[config.mk]
export PLATFORM = sky130hd
export DESIGN_NAME = alu_op_driver_flat
export DESIGN_NICKNAME = d
export VERILOG_FILES = /design/src/rtl/alu_op_driver_if.sv /design/src/rtl/alu_op_driver.sv /design/src/flat_wrapper.sv
export SDC_FILE = /design/constraint.sdc
export NUM_CORES = 1
export LEC_CHECK = 0
export CORE_AREA = 2 2 147 149
export CTS_CLUSTER_DIAMETER = 60
export DETAILED_ROUTE_END_ITERATION = 8
export DIE_AREA = 0 0 149 151
export PLACE_DENSITY = 0.51
export SYNTH_ARGS = -nofsm -noshare
export SYNTH_HDL_FRONTEND = slang
export SYNTH_SLANG_ARGS = --single-unit
[constraint.sdc]
create_clock -name clock -period 2.7 [get_ports clock]
set_clock_uncertainty 0.15 [all_clocks]
set_input_delay 0.54 -clock clock [delete_from_list [all_inputs] [get_ports clock]]
set_output_delay 0.54 -clock clock [all_outputs]
set_load 0.01 [all_outputs]
[src/rtl/alu_op_driver_if.sv]
`default_nettype none
// ============================================================================
// Module   : alu_op_driver_if
// Purpose  : Request/response and ALU-side signal bundle for alu_op_driver.
//            The "slave" modport is the driver's view; the "master" modport
//            is the environment's view (sequencer on the request/response
//            side and alu_32 on the ALU side).
// Revision : 1.0 - initial release
// ============================================================================
interface alu_op_driver_if #(
  parameter int WORD_SIZE           = 32,
  parameter int CONTROL_SIGNAL_SIZE = 4,
  parameter int COUNT_WIDTH         = 16
);

  // Request side
  logic                           req_valid;
  logic                           req_ready;
  logic [WORD_SIZE-1:0]           req_a;
  logic [WORD_SIZE-1:0]           req_b;
  logic [CONTROL_SIGNAL_SIZE-1:0] req_control;

  // ALU side
  logic                           alu_start;
  logic [WORD_SIZE-1:0]           alu_input_a;
  logic [WORD_SIZE-1:0]           alu_input_b;
  logic [CONTROL_SIGNAL_SIZE-1:0] alu_control;
  logic                           alu_finished;
  logic                           alu_zero;
  logic                           alu_cout;
  logic                           alu_err_overflow;
  logic                           alu_err_invalid_control;
  logic [WORD_SIZE-1:0]           alu_result;

  // Response side
  logic                           rsp_valid;
  logic                           rsp_ready;
  logic [WORD_SIZE-1:0]           rsp_result;
  logic                           rsp_zero;
  logic                           rsp_cout;
  logic                           rsp_overflow;
  logic                           rsp_invalid_control;
  logic                           rsp_timeout;

  // Status
  logic                           busy;
  logic [COUNT_WIDTH-1:0]         op_count;

  modport slave (
    input  req_valid, req_a, req_b, req_control,
    output req_ready,
    output alu_start, alu_input_a, alu_input_b, alu_control,
    input  alu_finished, alu_zero, alu_cout, alu_err_overflow,
    input  alu_err_invalid_control, alu_result,
    output rsp_valid, rsp_result, rsp_zero, rsp_cout, rsp_overflow,
    output rsp_invalid_control, rsp_timeout,
    input  rsp_ready,
    output busy, op_count
  );

  modport master (
    output req_valid, req_a, req_b, req_control,
    input  req_ready,
    input  alu_start, alu_input_a, alu_input_b, alu_control,
    output alu_finished, alu_zero, alu_cout, alu_err_overflow,
    output alu_err_invalid_control, alu_result,
    input  rsp_valid, rsp_result, rsp_zero, rsp_cout, rsp_overflow,
    input  rsp_invalid_control, rsp_timeout,
    output rsp_ready,
    input  busy, op_count
  );

endinterface
`default_nettype wire

[src/rtl/alu_op_driver.sv]
`default_nettype none
// ============================================================================
// Module   : alu_op_driver
// Purpose  : Start/finished handshake initiator for alu_32. Latches a request,
//            presents operands one cycle before raising alu_start, waits for
//            alu_finished (with a completion timeout) and returns the captured
//            result and flags on a valid/ready response port. Counts completed
//            response handshakes.
// Revision : 1.0 - initial release
// ============================================================================
module alu_op_driver #(
  parameter int WORD_SIZE           = 32,
  parameter int CONTROL_SIGNAL_SIZE = 4,
  parameter int TIMEOUT_CYCLES      = 15,
  parameter int COUNT_WIDTH         = 16
) (
  input  wire logic         clock,
  input  wire logic         reset_n,
  alu_op_driver_if.slave    bus
);

  // Timer only needs to reach TIMEOUT_CYCLES-1 before the abort edge.
  localparam int c_timer_w = (TIMEOUT_CYCLES < 2) ? 1 : $clog2(TIMEOUT_CYCLES);
  localparam logic [c_timer_w-1:0] c_timer_last = c_timer_w'(TIMEOUT_CYCLES - 1);

  typedef enum logic [2:0] {
    S_IDLE  = 3'd0,
    S_SETUP = 3'd1,
    S_START = 3'd2,
    S_WAIT  = 3'd3,
    S_RESP  = 3'd4
  } state_t;

  state_t               r_state;
  logic [c_timer_w-1:0] r_timer;

  // Ready and busy are pure decodes of the state register.
  assign bus.req_ready = (r_state == S_IDLE);
  assign bus.busy      = (r_state != S_IDLE);

  // Sequencer: accept, settle operands, start, wait/timeout, respond.
  always_ff @(posedge clock or negedge reset_n) begin
    if (!reset_n) begin
      r_state                 <= S_IDLE;
      r_timer                 <= '0;
      bus.alu_start           <= 1'b0;
      bus.alu_input_a         <= '0;
      bus.alu_input_b         <= '0;
      bus.alu_control         <= '0;
      bus.rsp_valid           <= 1'b0;
      bus.rsp_result          <= '0;
      bus.rsp_zero            <= 1'b0;
      bus.rsp_cout            <= 1'b0;
      bus.rsp_overflow        <= 1'b0;
      bus.rsp_invalid_control <= 1'b0;
      bus.rsp_timeout         <= 1'b0;
      bus.op_count            <= '0;
    end else begin
      case (r_state)
        S_IDLE: begin
          if (bus.req_valid) begin
            // Control codes are forwarded untouched; the ALU flags bad ones.
            bus.alu_input_a <= bus.req_a;
            bus.alu_input_b <= bus.req_b;
            bus.alu_control <= bus.req_control;
            r_state         <= S_SETUP;
          end
        end

        S_SETUP: begin
          // Operands have now been stable for a full cycle.
          bus.alu_start <= 1'b1;
          r_state       <= S_START;
        end

        S_START: begin
          r_timer <= '0;
          r_state <= S_WAIT;
        end

        S_WAIT: begin
          if (bus.alu_finished) begin
            // Completion has priority over a coincident timeout.
            bus.rsp_result          <= bus.alu_result;
            bus.rsp_zero            <= bus.alu_zero;
            bus.rsp_cout            <= bus.alu_cout;
            bus.rsp_overflow        <= bus.alu_err_overflow;
            bus.rsp_invalid_control <= bus.alu_err_invalid_control;
            bus.rsp_timeout         <= 1'b0;
            bus.rsp_valid           <= 1'b1;
            bus.alu_start           <= 1'b0;
            r_state                 <= S_RESP;
          end else if (r_timer == c_timer_last) begin
            bus.rsp_result          <= '0;
            bus.rsp_zero            <= 1'b0;
            bus.rsp_cout            <= 1'b0;
            bus.rsp_overflow        <= 1'b0;
            bus.rsp_invalid_control <= 1'b0;
            bus.rsp_timeout         <= 1'b1;
            bus.rsp_valid           <= 1'b1;
            bus.alu_start           <= 1'b0;
            r_state                 <= S_RESP;
          end else begin
            r_timer <= r_timer + c_timer_w'(1);
          end
        end

        S_RESP: begin
          // Response registers are left untouched until the consumer takes them.
          if (bus.rsp_ready) begin
            bus.rsp_valid <= 1'b0;
            bus.op_count  <= bus.op_count + COUNT_WIDTH'(1);
            r_state       <= S_IDLE;
          end
        end

        default: begin
          r_state <= S_IDLE;
        end
      endcase
    end
  end

endmodule
`default_nettype wire

[src/flat_wrapper.sv]
// flat-port wrapper written by rule: the top's interface ports become plain ports
module alu_op_driver_flat 
#(
  parameter int WORD_SIZE           = 32,
  parameter int CONTROL_SIGNAL_SIZE = 4,
  parameter int TIMEOUT_CYCLES      = 15,
  parameter int COUNT_WIDTH         = 16
)
  (clock, reset_n, bus_req_valid, bus_req_a, bus_req_b, bus_req_control, bus_req_ready, bus_alu_start, bus_alu_input_a, bus_alu_input_b, bus_alu_control, bus_alu_finished, bus_alu_zero, bus_alu_cout, bus_alu_err_overflow, bus_alu_err_invalid_control, bus_alu_result, bus_rsp_valid, bus_rsp_result, bus_rsp_zero, bus_rsp_cout, bus_rsp_overflow, bus_rsp_invalid_control, bus_rsp_timeout, bus_rsp_ready, bus_busy, bus_op_count);
  alu_op_driver_if #(.WORD_SIZE(WORD_SIZE), .CONTROL_SIGNAL_SIZE(CONTROL_SIGNAL_SIZE), .COUNT_WIDTH(COUNT_WIDTH)) bus_i ();
  input  wire logic clock;
  input  wire logic reset_n;
  input wire logic [$bits(bus_i.req_valid)-1:0] bus_req_valid;
  input wire logic [$bits(bus_i.req_a)-1:0] bus_req_a;
  input wire logic [$bits(bus_i.req_b)-1:0] bus_req_b;
  input wire logic [$bits(bus_i.req_control)-1:0] bus_req_control;
  output wire logic [$bits(bus_i.req_ready)-1:0] bus_req_ready;
  output wire logic [$bits(bus_i.alu_start)-1:0] bus_alu_start;
  output wire logic [$bits(bus_i.alu_input_a)-1:0] bus_alu_input_a;
  output wire logic [$bits(bus_i.alu_input_b)-1:0] bus_alu_input_b;
  output wire logic [$bits(bus_i.alu_control)-1:0] bus_alu_control;
  input wire logic [$bits(bus_i.alu_finished)-1:0] bus_alu_finished;
  input wire logic [$bits(bus_i.alu_zero)-1:0] bus_alu_zero;
  input wire logic [$bits(bus_i.alu_cout)-1:0] bus_alu_cout;
  input wire logic [$bits(bus_i.alu_err_overflow)-1:0] bus_alu_err_overflow;
  input wire logic [$bits(bus_i.alu_err_invalid_control)-1:0] bus_alu_err_invalid_control;
  input wire logic [$bits(bus_i.alu_result)-1:0] bus_alu_result;
  output wire logic [$bits(bus_i.rsp_valid)-1:0] bus_rsp_valid;
  output wire logic [$bits(bus_i.rsp_result)-1:0] bus_rsp_result;
  output wire logic [$bits(bus_i.rsp_zero)-1:0] bus_rsp_zero;
  output wire logic [$bits(bus_i.rsp_cout)-1:0] bus_rsp_cout;
  output wire logic [$bits(bus_i.rsp_overflow)-1:0] bus_rsp_overflow;
  output wire logic [$bits(bus_i.rsp_invalid_control)-1:0] bus_rsp_invalid_control;
  output wire logic [$bits(bus_i.rsp_timeout)-1:0] bus_rsp_timeout;
  input wire logic [$bits(bus_i.rsp_ready)-1:0] bus_rsp_ready;
  output wire logic [$bits(bus_i.busy)-1:0] bus_busy;
  output wire logic [$bits(bus_i.op_count)-1:0] bus_op_count;
  assign bus_i.req_valid = bus_req_valid;
  assign bus_i.req_a = bus_req_a;
  assign bus_i.req_b = bus_req_b;
  assign bus_i.req_control = bus_req_control;
  assign bus_req_ready = bus_i.req_ready;
  assign bus_alu_start = bus_i.alu_start;
  assign bus_alu_input_a = bus_i.alu_input_a;
  assign bus_alu_input_b = bus_i.alu_input_b;
  assign bus_alu_control = bus_i.alu_control;
  assign bus_i.alu_finished = bus_alu_finished;
  assign bus_i.alu_zero = bus_alu_zero;
  assign bus_i.alu_cout = bus_alu_cout;
  assign bus_i.alu_err_overflow = bus_alu_err_overflow;
  assign bus_i.alu_err_invalid_control = bus_alu_err_invalid_control;
  assign bus_i.alu_result = bus_alu_result;
  assign bus_rsp_valid = bus_i.rsp_valid;
  assign bus_rsp_result = bus_i.rsp_result;
  assign bus_rsp_zero = bus_i.rsp_zero;
  assign bus_rsp_cout = bus_i.rsp_cout;
  assign bus_rsp_overflow = bus_i.rsp_overflow;
  assign bus_rsp_invalid_control = bus_i.rsp_invalid_control;
  assign bus_rsp_timeout = bus_i.rsp_timeout;
  assign bus_i.rsp_ready = bus_rsp_ready;
  assign bus_busy = bus_i.busy;
  assign bus_op_count = bus_i.op_count;
  alu_op_driver #(.WORD_SIZE(WORD_SIZE), .CONTROL_SIGNAL_SIZE(CONTROL_SIGNAL_SIZE), .TIMEOUT_CYCLES(TIMEOUT_CYCLES), .COUNT_WIDTH(COUNT_WIDTH)) u_core (.clock(clock), .reset_n(reset_n), .bus(bus_i));
endmodule
==> impl_metrics.env <==
export IMPL_hold_violations=0
export IMPL_slew_headroom=0.613
export IMPL_critPathSlowestCell="clkdlybuf4s50_1"
export IMPL_io_buffers=233
export IMPL_diodes=0
export IMPL_synth_avg_cell_area_um2=15.0
export IMPL_clock_sinks=130
export IMPL_async_flop_share=1.00
export IMPL_irDropWorstVdd_mv=0.509
export IMPL_post_cts_buffers=0
export IMPL_ys_flop_type="dfrtp_1"
export IMPL_pwr_density_cell_nw_per_um2=1130
export IMPL_crit_required_ns=2.01
export IMPL_outcome="finished clean"
export IMPL_grt_max_degree=61
export IMPL_path_buf_inv=2
export IMPL_rows=53
export IMPL_ys_types=37
export IMPL_routabilityCongestion=0.755
export IMPL_cp_data_arrival_time_ns=1.91
export IMPL_period_needed_ns=2.60
export IMPL_synthesis_area_um2=5140
export IMPL_cts_root_buffer="clkbuf_16"
export IMPL_synth_edf_count=0
export IMPL_globalRouteOverflowTotal=0
export IMPL_critPathTopFamily="buffers and inverters"
export IMPL_via_per_inst=4.31
export IMPL_netlist_instances=343
export IMPL_pre_cts_ws_ns=0.379
export IMPL_dp_hpwl_mm=10.3
export IMPL_power_mw=9.48
export IMPL_ctsLongestPathBuffers=2
export IMPL_synth_warnings=0
export IMPL_drive_gt1_frac=0.193
export IMPL_wirelength_mm=14.1
export IMPL_hold_path_class="reg -> reg"
export IMPL_initial_core_util=0.247
export IMPL_pin_count=234
export IMPL_cts_buffers=17
export IMPL_stdcell_count=875
export IMPL_cts_tree="done"
export IMPL_seq_area_frac_synth=0.633
export IMPL_vias=3775
export IMPL_drt_initial_drc_count=108
export IMPL_ant_nets=0
export IMPL_p_leak_nw=3.58
export IMPL_insertion_delay_ns=0.41
export IMPL_wl_per_cell_um=16.2
export IMPL_area_delta_synth_final_pct=63.1
export IMPL_slew_violations=0
export IMPL_rrSetupSlack_ns=0.54
export IMPL_synth_seq_cells=130
export IMPL_h_tree_depth=4
export IMPL_finish_utilization=0.402
export IMPL_worst_slack_ns=0.102
export IMPL_drcViolationCount=0
export IMPL_tightest_slew_ns=0.580
export IMPL_grt_pass1_wl_mm=22.1
export IMPL_grt_pass1_vias=4018
export IMPL_crit_fanout=12
export IMPL_crit_path_end_kind="primary output"
export IMPL_grt_use_total=0.127
export IMPL_fmax_ghz=0.385
export IMPL_core_area_um2=20800
export IMPL_fin_setup_tns_ns=0
export IMPL_setup_viol=0
export IMPL_firstDrtPassIters=4
export IMPL_critPathLaunchType="register"
export IMPL_dieArea_um2=22500
export IMPL_synth_fp_nets=455
export IMPL_slowest_delay_ns=0.54
export IMPL_rsz0062_at_grt="no"
export IMPL_worstSetupPathType="reg -> out"
export IMPL_nets=699
export IMPL_placed_cells=842
export IMPL_die_y_um=151
export IMPL_fin_crit_sh=0.962
export IMPL_die_w_um=149
export IMPL_antenna_found_initial=0
export IMPL_clkSlewWorstSetupHoldPaths_ns=0.06
export IMPL_drv_cap=0
export IMPL_path_cells="or3_4 > inv_2 > clkdlybuf4s50_1"
## area by class of cell
cell class | instances | area (um2)
fill | 2001 | 12400
sequential | 130 | 3250
timing repair buffer | 245 | 2460
multi-input combinational | 187 | 1710
clock buffer | 21 | 460
tap | 275 | 344
clock inverter | 11 | 130
inverter | 6 | 22.5
## layer usage
layer / GRT usage / part of all wire / vias to the layer above
met5: 0 / 0 / -
met3: 0.0482 / 0.083 / 14
met4: 0.0438 / 0.014 / 0
li1: - / - / 1726
met2: 0.211 / 0.49 / 158
met1: 0.152 / 0.41 / 1877
## cells in the final DEF (no fill, tap or decap), drive strengths merged, types with 2 or more instances in the layout
master	instances
and4	2
nor2	10
clkinv	4
nand3	8
a31oi	2
mux2	69
buf	12
nand2	7
inv	7
nand2b	2
ha	3
nor2b	3
bufinv	2
nand4	6
a21oi	4
dfrtp	130
xor2	5
a22o	37
clkinvlp	4
xnor2	10
clkdlybuf4s50	232
and2	2
o21ai	3
clkbuf	21
and3	5
## state kept, by name (all words and copies together), names as in the netlist, 3 cells and up
name                    cells
u_core.r_timer              4
u_core.r_state              3
u_core.bus.op_count        16
u_core.bus.alu_control      4
u_core.bus.alu_input_b     32
u_core.bus.rsp_result      32
u_core.bus.alu_input_a     32
## cell families after synthesis
group                      synth area share
DFF                                   0.633
muxes                                 0.166
and+or+nand+nor                      0.0563
AOI/OAI and AO/OA                    0.0770
buffers and inverters                0.0348
xor gates and xnor gates             0.0256
adders and majority gates           0.00731
## metrics by stage
stage,hold WS (ns),instance area [um2]
final,0.320,8380
after global placement,0.322,7780
after detailed placement,0.321,7780
after CTS,0.329,8380
after global routing,0.358,8380
after floorplan,0.0944,5140
## repair_timing
action,CTS,global route
gates resized for setup,0,0
endpoints found under the hold margin,57,0
hold buffers,1,0
## synthesized netlist by cell type (all sizes together), types with 3 or more instances
master	instances	area share
nor2b	3	0.0037
a21oi	4	0.0039
dfrtp	130	0.63
o21ai	3	0.0029
a22o	37	0.063
clkbuf	3	0.0022
nor2	10	0.0073
ha	3	0.0073
nand3	8	0.0078
mux2	69	0.17
xor2	5	0.0085
nand2	7	0.0051
nand4	6	0.0073
inv	6	0.0044
xnor2	10	0.017
and3	5	0.0061
buf	17	0.028
## final timing paths
kind                                                     endpoint                                start  cells after the start
max in group asynchronous  u_core.bus.alu_input_a[27]$_DFFE_PN0P_                              reset_n                      3
max reg2reg                 u_core.bus.alu_control[1]$_DFFE_PN0P_        u_core.r_state[1]$_DFFE_PN0P_                      5
min                           u_core.bus.op_count[15]$_DFFE_PN0P_  u_core.bus.op_count[15]$_DFFE_PN0P_                      1
min in group asynchronous  u_core.bus.alu_input_b[12]$_DFFE_PN0P_                              reset_n                      2
max                                                 bus_req_ready        u_core.r_state[1]$_DFFE_PN0P_                      3
min reg2reg                   u_core.bus.op_count[15]$_DFFE_PN0P_  u_core.bus.op_count[15]$_DFFE_PN0P_                      1
## power by group
group          internal, mW  leakage (nW)  switching [mW]
combinational          2.45          1.71            1.46
sequential             2.80          1.60           0.489
clock                  1.41         0.276           0.870
total                  6.67          3.58            2.82
Power figures use the tool's default switching activity.
==> RTL change, RTL diff (config.mk and constraints unchanged) <==
`COUNT_WIDTH` is set to 16 in 3 places; all go to 32.
--- a/src/rtl/alu_op_driver_if.sv
+++ b/src/rtl/alu_op_driver_if.sv
@@ -10,7 +10,7 @@
 interface alu_op_driver_if #(
   parameter int WORD_SIZE           = 32,
   parameter int CONTROL_SIGNAL_SIZE = 4,
-  parameter int COUNT_WIDTH         = 16
+  parameter int COUNT_WIDTH         = 32
 );
 
   // Request side
--- a/src/rtl/alu_op_driver.sv
+++ b/src/rtl/alu_op_driver.sv
@@ -12,7 +12,7 @@
   parameter int WORD_SIZE           = 32,
   parameter int CONTROL_SIGNAL_SIZE = 4,
   parameter int TIMEOUT_CYCLES      = 15,
-  parameter int COUNT_WIDTH         = 16
+  parameter int COUNT_WIDTH         = 32
 ) (
   input  wire logic         clock,
   input  wire logic         reset_n,
--- a/src/flat_wrapper.sv
+++ b/src/flat_wrapper.sv
@@ -4,7 +4,7 @@
   parameter int WORD_SIZE           = 32,
   parameter int CONTROL_SIGNAL_SIZE = 4,
   parameter int TIMEOUT_CYCLES      = 15,
-  parameter int COUNT_WIDTH         = 16
+  parameter int COUNT_WIDTH         = 32
 )
   (clock, reset_n, bus_req_valid, bus_req_a, bus_req_b, bus_req_control, bus_req_ready, bus_alu_start, bus_alu_input_a, bus_alu_input_b, bus_alu_control, bus_alu_finished, bus_alu_zero, bus_alu_cout, bus_alu_err_overflow, bus_alu_err_invalid_control, bus_alu_result, bus_rsp_valid, bus_rsp_result, bus_rsp_zero, bus_rsp_cout, bus_rsp_overflow, bus_rsp_invalid_control, bus_rsp_timeout, bus_rsp_ready, bus_busy, bus_op_count);
   alu_op_driver_if #(.WORD_SIZE(WORD_SIZE), .CONTROL_SIGNAL_SIZE(CONTROL_SIGNAL_SIZE), .COUNT_WIDTH(COUNT_WIDTH)) bus_i ();
Interface: changed (resized bus_op_count); port bits go from 234 to 250. No check against the original RTL was run, so the function may have changed too.
==> RTL change against the unedited design <==
Total power is 4.5% higher; wire length is 16% higher; critical endpoint unchanged; largest cell class unchanged; sequential cell count is 16 higher; critical path depth stayed put; hold slack better by 29 ps; final area is 12% higher; synthesized area is 16% higher; global-route usage is 1.8 points higher; highest routed layer unchanged; setup slack better by 19 ps.
==> RTL change: results (changes against the unedited design) <==
fraction of layout instances using a drive strength above 1: 0.168 (-0.0252)
total of clock buffers placed in the layout: 19 (-9.5%)
leading post-synthesis cells by cell area: dfrtp_1 61%, mux2_2 9.4%, a22o_1 5.7%, mux2_4 5.0%, xor2_1 2.9%
number of diodes: 0 (unchanged)
total number of sequential cells: 146 (+12%)
Total Wirelength: 16400 µm (+16%)
sequential-to-total area share from yosys stat: 0.613 (-0.0207)
Clk power: 2520 µW (+11%)
status: completed
metal3 WL: 1570 µm (+33%)
data arrival time of the worst path: 1890 ps (-20 ps)
cell leakage power: 0.00403 µW (+13%)
sequential fraction of total cell area: 0.391 (+0.00241)
share of cell area taken by multi-input logic gates: 0.225 (+0.0213)
global router's overall resource usage: 0.145 (+0.0179)
Post-Route M1 WL: 7070 µm (+22%)
worst IR drop on VDD: 429 µV (-16%)
First DRT Iteration DRCs: 127 (+18%)
Post-Synthesis Net Count: 532 (+17%)
Avg Synthesized Cell Area: 14.2 µm² (-5.2%)
M1 GR Usage: 0.188 (+0.0356)
HPWL after DPL: 11600 µm (+13%)
number of nets in the finished design: 784 (+12%)
number of placed instances, taps included: 927 (+10%)
antenna violations before repair: 0 (unchanged)
net switching power: 2880 µW (+2.3%)
number of buffer cells added on primary ports: 249 (+6.9%)
number of ordinary and repair buffers in the finished layout: 257 (+4.9%)
Logic power comb: 3860 µW (-1%)
count of multi-input combinational gates: 244 (+30%)
total via count after detailed routing: 4381 (+16%)
Filler Cells Inserted: 1888 (-5.6%)
non-clock buffer contribution to total cell area: 0.278 (-0.0155)
met2 track utilization from global routing: 0.225 (+0.0141)
final RePlAce weighted congestion: 0.753 (-0.30%)
GR Layer Usage met3: 0.0497 (+0.00151)
power density cells: 1060 nW/µm² (-6.4%)
pin count of the biggest net entering global routing: 69 (+13%)
Worst Max-Slew Pin Slew: 593 ps (+13.0 ps)
Synth top cells by count: 146 x dfrtp_1, 50 x mux2_2, 39 x a22o_1
vias in the first global route: 4533 (+13%)
met2 wire length: 7500 µm (+7.8%)
pre-CTS setup slack: 278 ps (-101 ps)
wire length of the first global-routing pass: 25300 µm (+15%)
area post-placement: 8720 µm² (+12%)
highest net fanout along the worst path: 10 (-2)
Clock buf/inv share: 0.0668 (-0.00363)
[RTL change: cell types whose count changed after synthesis, moves of 4 or more]
cell / unedited run / this run
nand2_1: 7 / 17
nor4_1: 1 / 15
buf_2: 5 / 9
xor2_1: 5 / 20
and2_1: 1 / 6
dfrtp_1: 130 / 146
[RTL change: worst paths after layout]
| kind | slack, ps | end | depth (start not counted) | startpoint |
|---|---|---|---|---|
| max | 120 | bus_req_ready | 3 | u_core.r_state[2]$_DFFE_PN0P_ |
| min | 350 | u_core.bus.op_count[12]$_DFFE_PN0P_ | 1 | u_core.bus.op_count[12]$_DFFE_PN0P_ |
| max reg2reg | 590 | u_core.bus.alu_input_a[17]$_DFFE_PN0P_ | 5 | u_core.r_state[2]$_DFFE_PN0P_ |
| min reg2reg | 350 | u_core.bus.op_count[12]$_DFFE_PN0P_ | 1 | u_core.bus.op_count[12]$_DFFE_PN0P_ |
| max in group asynchronous | 1180 | u_core.bus.alu_input_a[21]$_DFFE_PN0P_ | 3 | reset_n |
| min in group asynchronous | 510 | u_core.bus.op_count[19]$_DFFE_PN0P_ | 2 | reset_n |
[RTL change: cell families after synthesis]
logic type / count (synthesis) / share of synthesized area
buffers and inverters: 30 / 0.0346
XOR/XNOR: 32 / 0.0470
AO/OA/AOI/OAI: 50 / 0.0678
AND/OR/NAND/NOR: 89 / 0.0871
multiplexers: 70 / 0.145
flip-flops: 146 / 0.613
adder cells (fa/ha/maj): 3 / 0.00629
[RTL change: timing repair]
item	CTS	global route
hold buffers	1	0
setup buffers	0	0
endpoints found under the setup margin	0	1
hold endpoints to repair	55	0
gates resized for setup	0	2
[RTL change: worst reg2reg max path: stages, from the launching register on]
cell and delay [ps]:
dfrtp_2 460, or3_4 410, inv_2 70, and2_4 140, buf_12 350, mux2_2 420
